$ cat src/rtl/nibble_serial_subtractor_pkg.sv
// Shared types for the nibble-serial subtractor: FSM state encoding and slice width.
// No logic, so no latency.
// No handshake, so no backpressure.
package nibble_serial_subtractor_pkg;

  localparam int NIBBLE_W = 4;

  typedef enum logic [1:0] {
    IDLE = 2'd0,
    RUN  = 2'd1,
    DONE = 2'd2
  } state_t;

endpackage

$ cat src/rtl/nibble_serial_subtractor_if.sv
// Operand/result bundle for the nibble-serial subtractor.
// No logic, so no latency.
// Valid/ready on both sides. The master drives operands and out_ready; the slave (the subtractor) drives the rest.
interface nibble_serial_subtractor_if #(
  parameter int WIDTH = 16
);

  logic             in_valid;
  logic             in_ready;
  logic [WIDTH-1:0] a;
  logic [WIDTH-1:0] b;
  logic             out_valid;
  logic             out_ready;
  logic [WIDTH-1:0] diff;
  logic             borrow;
  logic             ovf;
  logic             zero;

  modport master (
    output in_valid, a, b, out_ready,
    input  in_ready, out_valid, diff, borrow, ovf, zero
  );

  modport slave (
    input  in_valid, a, b, out_ready,
    output in_ready, out_valid, diff, borrow, ovf, zero
  );

endinterface

$ cat src/rtl/nibble_serial_subtractor_cla4_slice.sv
// 4-bit carry-lookahead adder slice. The caller supplies inverted b and c_in=1 to subtract.
// Purely combinational, so no latency.
// No handshake, so no backpressure.
module nibble_serial_subtractor_cla4_slice (
  input  logic [3:0] a,
  input  logic [3:0] b,
  input  logic       c_in,
  output logic [3:0] sum,
  output logic       c_out
);

  logic [3:0] g;
  logic [3:0] p;
  logic [4:0] c;

  assign g = a & b;
  assign p = a ^ b;

  // Every carry is flattened from g/p and c_in so that no carry waits on the previous bit.
  always_comb begin
    c[0] = c_in;
    c[1] = g[0] | (p[0] & c_in);
    c[2] = g[1] | (p[1] & g[0]) | (p[1] & p[0] & c_in);
    c[3] = g[2] | (p[2] & g[1]) | (p[2] & p[1] & g[0]) | (p[2] & p[1] & p[0] & c_in);
    c[4] = g[3] | (p[3] & g[2]) | (p[3] & p[2] & g[1]) | (p[3] & p[2] & p[1] & g[0])
         | (p[3] & p[2] & p[1] & p[0] & c_in);
  end

  assign sum   = p ^ c[3:0];
  assign c_out = c[4];

endmodule

$ cat src/rtl/nibble_serial_subtractor.sv
// Serial WIDTH-bit subtractor (a - b). It handles one nibble per clock, starting at the LSB, through a single CLA slice.
// Result valid WIDTH/4 edges after the accept edge. Throughput is one operation per WIDTH/4+2 cycles.
// in_ready is low from accept until the result is taken. The result and flags are held while out_ready is low.
module nibble_serial_subtractor
  import nibble_serial_subtractor_pkg::*;
#(
  parameter int WIDTH = 16
) (
  input  logic clk,
  input  logic rst_n,
  nibble_serial_subtractor_if.slave bus
);

  localparam int NIB   = WIDTH / NIBBLE_W;
  localparam int IDX_W = $clog2(NIB);
  localparam logic [IDX_W-1:0] LAST_IDX = IDX_W'(NIB - 1);

  state_t             state_q;
  state_t             state_d;
  logic [IDX_W-1:0]   idx_q;
  logic               carry_q;
  logic [WIDTH-1:0]   a_q;
  logic [WIDTH-1:0]   nb_q;
  logic [WIDTH-1:0]   shadow_q;
  logic [WIDTH-1:0]   full_diff;

  logic               in_ready_q;
  logic               out_valid_q;
  logic [WIDTH-1:0]   diff_q;
  logic               borrow_q;
  logic               ovf_q;
  logic               zero_q;

  logic               accept;
  logic               step;
  logic               finish;
  logic               last;
  logic [NIBBLE_W-1:0] nib_a;
  logic [NIBBLE_W-1:0] nib_nb;
  logic [NIBBLE_W-1:0] nib_sum;
  logic               nib_cout;

  assign last   = (idx_q == LAST_IDX);
  assign nib_a  = a_q[idx_q*NIBBLE_W +: NIBBLE_W];
  assign nib_nb = nb_q[idx_q*NIBBLE_W +: NIBBLE_W];

  nibble_serial_subtractor_cla4_slice u_slice (
    .a     (nib_a),
    .b     (nib_nb),
    .c_in  (carry_q),
    .sum   (nib_sum),
    .c_out (nib_cout)
  );

  // The current nibble is merged into the shadow, so the completion edge sees the whole result at once.
  always_comb begin
    full_diff = shadow_q;
    full_diff[idx_q*NIBBLE_W +: NIBBLE_W] = nib_sum;
  end

  // State register. An async reset aborts any operation in flight.
  always_ff @(posedge clk or negedge rst_n) begin
    if (!rst_n) state_q <= IDLE;
    else        state_q <= state_d;
  end

  // Next-state logic plus the per-cycle datapath strobes. Illegal encodings fall back to IDLE.
  always_comb begin
    state_d = state_q;
    accept  = 1'b0;
    step    = 1'b0;
    finish  = 1'b0;
    case (state_q)
      IDLE: begin
        if (bus.in_valid && in_ready_q) begin
          accept  = 1'b1;
          state_d = RUN;
        end
      end
      RUN: begin
        step = 1'b1;
        if (last) begin
          finish  = 1'b1;
          state_d = DONE;
        end
      end
      DONE: begin
        if (out_valid_q && bus.out_ready) state_d = IDLE;
      end
      default: state_d = IDLE;
    endcase
  end

  // Operands, carry chain, shadow result, registered outputs and flags.
  always_ff @(posedge clk or negedge rst_n) begin
    if (!rst_n) begin
      idx_q       <= '0;
      carry_q     <= 1'b0;
      a_q         <= '0;
      nb_q        <= '0;
      shadow_q    <= '0;
      in_ready_q  <= 1'b0;
      out_valid_q <= 1'b0;
      diff_q      <= '0;
      borrow_q    <= 1'b0;
      ovf_q       <= 1'b0;
      zero_q      <= 1'b0;
    end else begin
      in_ready_q  <= (state_d == IDLE);
      out_valid_q <= (state_d == DONE);
      if (accept) begin
        a_q     <= bus.a;
        nb_q    <= ~bus.b;
        carry_q <= 1'b1;
        idx_q   <= '0;
      end
      if (step) begin
        shadow_q[idx_q*NIBBLE_W +: NIBBLE_W] <= nib_sum;
        carry_q <= nib_cout;
        if (!last) idx_q <= idx_q + 1'b1;
      end
      if (finish) begin
        diff_q   <= full_diff;
        borrow_q <= ~nib_cout;
        // The sign of b is the complement of nb_q's MSB, so "a and b differ in sign" becomes "a equals nb".
        ovf_q    <= (a_q[WIDTH-1] == nb_q[WIDTH-1]) && (full_diff[WIDTH-1] != a_q[WIDTH-1]);
        zero_q   <= ~|full_diff;
      end
    end
  end

  assign bus.in_ready  = in_ready_q;
  assign bus.out_valid = out_valid_q;
  assign bus.diff      = diff_q;
  assign bus.borrow    = borrow_q;
  assign bus.ovf       = ovf_q;
  assign bus.zero      = zero_q;

endmodule

$ cat src/flat_wrapper.sv
// flat-port wrapper written by rule: the top's interface ports become plain ports
module nibble_serial_subtractor_flat import nibble_serial_subtractor_pkg::*;
#(
  parameter int WIDTH = 16
)
  (clk, rst_n, bus_in_valid, bus_a, bus_b, bus_out_ready, bus_in_ready, bus_out_valid, bus_diff, bus_borrow, bus_ovf, bus_zero);
  nibble_serial_subtractor_if #(.WIDTH(WIDTH)) bus_i ();
  input  logic clk;
  input  logic rst_n;
  input wire logic [$bits(bus_i.in_valid)-1:0] bus_in_valid;
  input wire logic [$bits(bus_i.a)-1:0] bus_a;
  input wire logic [$bits(bus_i.b)-1:0] bus_b;
  input wire logic [$bits(bus_i.out_ready)-1:0] bus_out_ready;
  output wire logic [$bits(bus_i.in_ready)-1:0] bus_in_ready;
  output wire logic [$bits(bus_i.out_valid)-1:0] bus_out_valid;
  output wire logic [$bits(bus_i.diff)-1:0] bus_diff;
  output wire logic [$bits(bus_i.borrow)-1:0] bus_borrow;
  output wire logic [$bits(bus_i.ovf)-1:0] bus_ovf;
  output wire logic [$bits(bus_i.zero)-1:0] bus_zero;
  assign bus_i.in_valid = bus_in_valid;
  assign bus_i.a = bus_a;
  assign bus_i.b = bus_b;
  assign bus_i.out_ready = bus_out_ready;
  assign bus_in_ready = bus_i.in_ready;
  assign bus_out_valid = bus_i.out_valid;
  assign bus_diff = bus_i.diff;
  assign bus_borrow = bus_i.borrow;
  assign bus_ovf = bus_i.ovf;
  assign bus_zero = bus_i.zero;
  nibble_serial_subtractor #(.WIDTH(WIDTH)) u_core (.clk(clk), .rst_n(rst_n), .bus(bus_i));
endmodule
$ cat config.mk
export PLATFORM = sky130hd
export DESIGN_NAME = nibble_serial_subtractor_flat
export DESIGN_NICKNAME = d
export VERILOG_FILES = /design/src/rtl/nibble_serial_subtractor_pkg.sv /design/src/rtl/nibble_serial_subtractor_if.sv /design/src/rtl/nibble_serial_subtractor_cla4_slice.sv /design/src/rtl/nibble_serial_subtractor.sv /design/src/flat_wrapper.sv
export SDC_FILE = /design/constraint.sdc
export NUM_CORES = 1
export LEC_CHECK = 0
export CORE_MARGIN = 2
export CORE_UTILIZATION = 53
export CTS_BUF_LIST = sky130_fd_sc_hd__clkbuf_4 sky130_fd_sc_hd__clkbuf_8 sky130_fd_sc_hd__clkbuf_16
export DETAILED_ROUTE_END_ITERATION = 8
export HOLD_SLACK_MARGIN = 0.08
export PLACE_DENSITY = 0.84
export SLEW_MARGIN = 20
export SYNTH_ARGS = -nofsm -noshare
export SYNTH_HDL_FRONTEND = slang
export SYNTH_HIERARCHICAL = 1
export SYNTH_SLANG_ARGS = --single-unit
$ cat constraint.sdc
create_clock -name clk -period 4.29 [get_ports clk]
set_input_delay 0.858 -clock clk [delete_from_list [all_inputs] [get_ports clk]]
set_output_delay 0.858 -clock clk [all_outputs]
set_load 0.02 [all_outputs]
# ---- Word-level counts from Yosys, hierarchy flattened
# Cells that the tools add are included.
dict set report word_totals {
  register_bits 74
  input_bits 36
  out_inout_bits 21
  wordCells 78
}
dict set report op_classes {
  n_addsub 2
  eq_ne 6
  shifts 4
  mux 15
  bitwise_logic 31
  n_reduce_logical 8
}
# operator n
set ops {}
lappend ops {{4-bit negation with 34-bit output} 1}
lappend ops {{4-bit by 34-bit variable shift with 16-bit output (first input constant)} 1}
lappend ops {{4-bit by 34-bit indexed part select with 16-bit output} 1}
lappend ops {{16-bit by 5-bit indexed part select with 4-bit output} 2}
lappend ops {{1-bit AND} 16}
lappend ops {{16-bit bitwise mux} 1}
lappend ops {{16-bit inverter} 1}
lappend ops {{16-bit OR reduction} 1}
lappend ops {{2-bit 2-to-1 mux} 6}
lappend ops {{1-bit OR} 10}
lappend ops {{4-bit XOR} 2}
lappend ops {{1-bit 2-to-1 mux} 7}
lappend ops {{2-bit == test (second input constant)} 3}
lappend ops {{2-bit one-hot mux with 3 select lines} 1}
lappend ops {{4-bit AND} 1}
lappend ops {{2-bit zero test} 2}
lappend ops {{1-bit logical AND} 3}
lappend ops {{2-bit by 1-bit adder with 2-bit output (second input constant)} 1}
lappend ops {{2-bit by 1-bit == test with 1-bit output (second input constant)} 1}
lappend ops {{2-bit nonzero test} 1}
lappend ops {{1-bit == test} 1}
lappend ops {{1-bit zero test} 1}
lappend ops {{1-bit != test} 1}
lappend ops {{1-bit inverter} 1}

# ---- Logic depth before layout (Yosys ltp)
dict set report depth {
  ltp_word 11
  depth_mapped 11
  depth_no_buf 9
}

# ---- By module
# Netlist, hierarchy kept.
# mod n_inst cells_each area_per_inst_um2 seq_area_each_um2
set by_module_without_submodules {}
lappend by_module_without_submodules {nibble_serial_subtractor 1 333 3350.7 1851.8}
lappend by_module_without_submodules {nibble_serial_subtractor_cla4_slice 1 17 147.6 0.0}

# ---- Worst setup path before layout
# No wires, ideal clock.
dict set report synth_timing {
  kind {register -> register}
  startpoint {register u_core.idx_q[0]}
  endpoint {register u_core.ovf_q, in the netlist u_core/bus.ovf}
  setup_ns 0.088
  arrival_time_ns 3.037
  t_required_ns 4.202
  setup_slack_ns 1.165
  path_stages_with_launch 10
  path_buffers 1
  synth_period_minus_slack_ns 3.125
  path_cell_list {dfrtp_1 buf_2 mux4_2 ha_1 a21o_1 a31o_1 xor2_1 a32oi_1 or3_1 a41oi_1}
}
dict set report synth_between {
  elab_cells_between_ends 29
  cone_classes {add/sub: 1; eq/ne: 2; shift: 4; mux: 3; bitwise: 18; reduce/logical: 1}
}
# item line_no
set synth_rtl {}
lappend synth_rtl {{start: declaration} nibble_serial_subtractor.sv:20} ;# logic [IDX_W-1:0] idx_q;
lappend synth_rtl {{start signal: assignment} nibble_serial_subtractor.sv:120} ;# if (!last) idx_q <= idx_q + 1'b1;
lappend synth_rtl {{16-bit by 5-bit indexed part select with 4-bit output (*)} nibble_serial_subtractor.sv:44} ;# assign nib_a = a_q[idx_q*NIBBLE_W +: NIBBLE_W];
lappend synth_rtl {{named net u_core.nib_a[0]} nibble_serial_subtractor.sv:38} ;# logic [NIBBLE_W-1:0] nib_a;
lappend synth_rtl {{4-bit AND or 4-bit XOR (tied branches)} {nibble_serial_subtractor_cla4_slice.sv:16, nibble_serial_subtractor_cla4_slice.sv:17}}
lappend synth_rtl {{1-bit AND} nibble_serial_subtractor_cla4_slice.sv:24} ;# c[3] = g[2] | (p[2] & g[1]) | (p[2] & p[1] & g[0]) | (p[2] & p[1] & p[0] & c_in);
lappend synth_rtl {{1-bit OR or 1-bit AND (tied branches)} nibble_serial_subtractor_cla4_slice.sv:24}
lappend synth_rtl {{1-bit OR (*)} nibble_serial_subtractor_cla4_slice.sv:24}
lappend synth_rtl {{4-bit XOR (*)} nibble_serial_subtractor_cla4_slice.sv:29} ;# assign sum = p ^ c[3:0];
lappend synth_rtl {{named net u_core.nib_sum[3]} nibble_serial_subtractor.sv:40} ;# logic [NIBBLE_W-1:0] nib_sum;
lappend synth_rtl {{4-bit by 34-bit indexed part select with 16-bit output (*)} nibble_serial_subtractor.sv:58} ;# full_diff[idx_q*NIBBLE_W +: NIBBLE_W] = nib_sum;
lappend synth_rtl {{16-bit bitwise mux (*)} nibble_serial_subtractor.sv:58}
lappend synth_rtl {{1-bit != test (*)} nibble_serial_subtractor.sv:126} ;# ovf_q <= (a_q[WIDTH-1] == nb_q[WIDTH-1]) && (full_diff[WIDTH-1] != a_q[WIDTH-1]);
lappend synth_rtl {{1-bit logical AND (*)} nibble_serial_subtractor.sv:126}
lappend synth_rtl {{end signal: assignment} nibble_serial_subtractor.sv:126}
lappend synth_rtl {{end: declaration} nibble_serial_subtractor.sv:31} ;# logic ovf_q;
# Mark *: on every way through the listed nets, which the timed path passes. The rest lies on a longest branch.
# A chain may end at the register's enable or synchronous reset.

# ---- Worst setup path after layout
# Same ends and word-level chain as after synthesis.

==> results.py <==
metrics = {
    "pwr": {
        "power_density_nw_per_um2": 854,
        "ir_worst_vdd_mv": 0.640,
        "p_sw_w": 0.00162,
        "cellLeakagePower_nw": 2.00,
        "clkPwrFrac": 0.146,
        "swShare": 0.441,
        "combPwrFrac": 0.521,
        "p_int_w": 0.00206,
        "seqPwrFrac": 0.332,
        "fin_total_pwr_w": 0.00368,
    },
    "synthesis": {
        "syn_nets": 397,
        "syn_area_um2": 3500,
        "synth_edf_count": 0,
        "yosysWarnings": 6,
        "ys_seq_elements": 74,
        "synth_area_leaders": "dfrtp_1 (53%), nand2_1 (10%), o21ai_0 (5.6%)",
        "synth.avg_cell_area_um2": 10.0,
        "async_flop_share": 1.00,
        "synthFlopType": "dfrtp_1",
        "netlist.area_leader.share": 0.529,
        "ys_types": 45,
        "postSynthCellCount": 350,
        "yosysSeqAreaShare": 0.529,
        "synth_top_area_cell": "dfrtp_1",
        "synth_commonest_cells": "nand2_1 (97), dfrtp_1 (74), o21ai_0 (39)",
        "synth_most_common_cell": "nand2_1",
    },
    "clock_tree": {
        "cts_resized": 0,
        "clock_latency_ns": 0.35,
        "numCtsBuffers": 9,
        "cts_hold_buf": 0,
        "cts_buffer_depth": 2,
        "path_clk_slew_ns": 0.07,
        "htree_levels": 3,
        "postCtsSetupRepairBufs": 0,
        "cts_tree": "yes",
        "clock-root-buffer": "clkbuf_8",
        "clock_sinks": 74,
    },
    "placed_design": {
        "gp_congestion": 0.884,
        "io_buffers": 56,
        "hpwl_mm": 5.23,
        "place_area_um2": 4110,
    },
    "worst_setup_path": {
        "slowest_delay_ns": 0.87,
        "critPathSlowestCell": "dfrtp_1",
        "crit_arrival_ns": 3.98,
        "worstPathCellList": "mux4_2 > ha_1 > a21o_1 > a31o_1 > xor2_1 > a32oi_1 > or3_1 > a41oi_1",
        "worstSetupEndpointType": "register",
        "critical_path.top_delay_family": "compound AO/OA/AOI/OAI gates",
        "crit_path_start_kind": "register",
        "critPathRequiredTime_ns": 4.56,
        "worst-setup-path-type": "reg2reg",
        "crit_buf_inv": 0,
        "cp_max_fo": 18,
    },
    "worst_hold_path": {
        "hold_class": "reg2reg",
    },
    "grt": {
        "grt_pass1_wl_mm": 12.3,
        "top_usage_layer": "met2",
        "grt_pass1_vias": 2616,
        "grt_antenna_before_repair": 0,
        "track_usage": 0.217,
        "grt_use_met3": 0.0428,
        "grt_max_degree": 41,
        "met2_usage": 0.335,
        "grt_util_met1": 0.292,
        "overflow": 0,
    },
    "layout": {
        "final_cell_area_um2": 4310,
        "antenna_cells": 0,
        "drive_gt1_frac": 0.0882,
        "num-nets-final": 450,
        "area_growth_pct": 23.3,
    },
    "timing": {
        "tightest_slew_ns": 1.00,
        "rsz0062_at_grt": "false",
        "final-max-slew-violation-count": 0,
        "fin_setup_tns_ns": 0,
        "relSlewSlack": 0.330,
        "setup_viol": 0,
        "fmax_ghz": 0.269,
        "post-route-period-util": 0.866,
        "report.final.hold_viol_count": 0,
        "clock_skew_ns": 0.00894,
        "fin_crit_ns": 3.71,
    },
    "floorplanning": {
        "die_h_um": 85.2,
        "io-pin-count": 57,
        "start_util": 0.551,
        "die_w_um": 85.2,
        "core_um2": 6350,
        "row_count": 29,
        "dieArea_um2": 7270,
    },
    "routing": {
        "drt-total-wl_mm": 7.41,
        "vias": 2753,
        "drc": 0,
        "final_antenna_net_count": 0,
        "vias_per_cell": 5.68,
        "drt_iter0_drc": 169,
        "drt_pass1_iterations": 5,
        "wl_per_cell_um": 15.3,
    },
    "job": {
        "cap_viol_max_count": 0,
    },
    "status": {
        "outcome": "finished, final reports clean",
    },
}
-- state kept, by name (all words and copies together) (netlist names) --
signal	cells
u_core/a_q	16
u_core/bus.diff	16
u_core/nb_q	16
u_core/shadow_q	16
u_core/idx_q	2
u_core/state_q	2
u_core/bus.borrow	1
u_core/bus.in_ready	1
u_core/bus.out_valid	1
u_core/bus.ovf	1
u_core/bus.zero	1
u_core/carry_q	1
-- tightest hold or removal path: stages, from the launching register on --
cell and delay [ns]:
dfrtp_1 0.35, nand2_1 0.05, o21ai_0 0.06
-- cell families (layout without fill, tap and decap cells) --
| logic type | count (synthesis) | after routing | share of synthesized area |
|---|---|---|---|
| mux | 11 | 11 | 0.0608 |
| buf+inv | 28 | 86 | 0.0325 |
| fa+ha+maj | 11 | 11 | 0.0415 |
| flops | 74 | 74 | 0.529 |
| simple gates | 138 | 138 | 0.177 |
| xor+xnor | 3 | 3 | 0.00751 |
| compound gates | 85 | 85 | 0.151 |
-- worst paths after layout --
path / start / to / slack (ns) / cells after the start
max: u_core/idx_q[0] / u_core/bus.ovf / 0.58 / 8
min in group asynchronous: rst_n / u_core/bus.diff[1] / 0.59 / 1
min: u_core/bus.diff[0] / u_core/bus.diff[0] / 0.48 / 2
max reg2reg: u_core/idx_q[0] / u_core/bus.ovf / 0.58 / 8
min reg2reg: u_core/bus.diff[0] / u_core/bus.diff[0] / 0.48 / 2
max in group asynchronous: rst_n / u_core/nb_q[2] / 2.72 / 2
-- metal layers --
layer	share of wire	routed length, µm
met5	0	0
met4	0.019	141
met3	0.060	443
met2	0.48	3580
met1	0.44	3240
-- placed cells by master, fill, tap and decap left out, types with 2 or more instances in the layout --
master and count:
nand2b_1 2, o31ai_1 2, a32oi_1 4, nor4_1 2, and3_1 3, a31oi_1 4, o21ai_1 2, nor2b_1 14
a21o_1 3, and2_1 2, nor2_1 8, nand2_1 97, inv_1 10, dfrtp_1 74, a21oi_1 12, clkdlybuf4s50_1 55
a22o_1 11, mux2_2 2, buf_4 4, mux4_2 8, o21ai_0 39, clkbuf_8 14, xnor2_1 2, ha_1 10
-- final cells by class --
cell class                 count  area (µm²)
fill                         481        2040
sequential                    74        1850
multi-input combinational    248        1540
timing repair buffer          60         586
clock buffer                  15         200
tap                           77        96.3
inverter                      10        37.5
clock inverter                 1        5.00
-- power groups by stage --
stage	sequential, W	clock, W	combinational, W
floorplan	0.00123	0	0.00133
detailed placement	0.00124	0	0.00189
global route	0.00126	0.000579	0.00211
CTS	0.00123	0.000548	0.00190
global placement	0.00122	0	0.00182
finish	0.00122	0.000539	0.00192
-- metrics by stage --
step	hold WS, ns	std cells	worst slack [ns]	utilization
after floorplan	0.440	350	1.16	-
after global placement	0.459	469	0.825	0.646
after detailed placement	0.470	469	0.640	0.647
after CTS	0.486	485	0.606	0.679
after global routing	0.509	485	0.407	0.679
final	0.481	485	0.577	0.679
No activity file was read; power rests on OpenSTA's default activity.
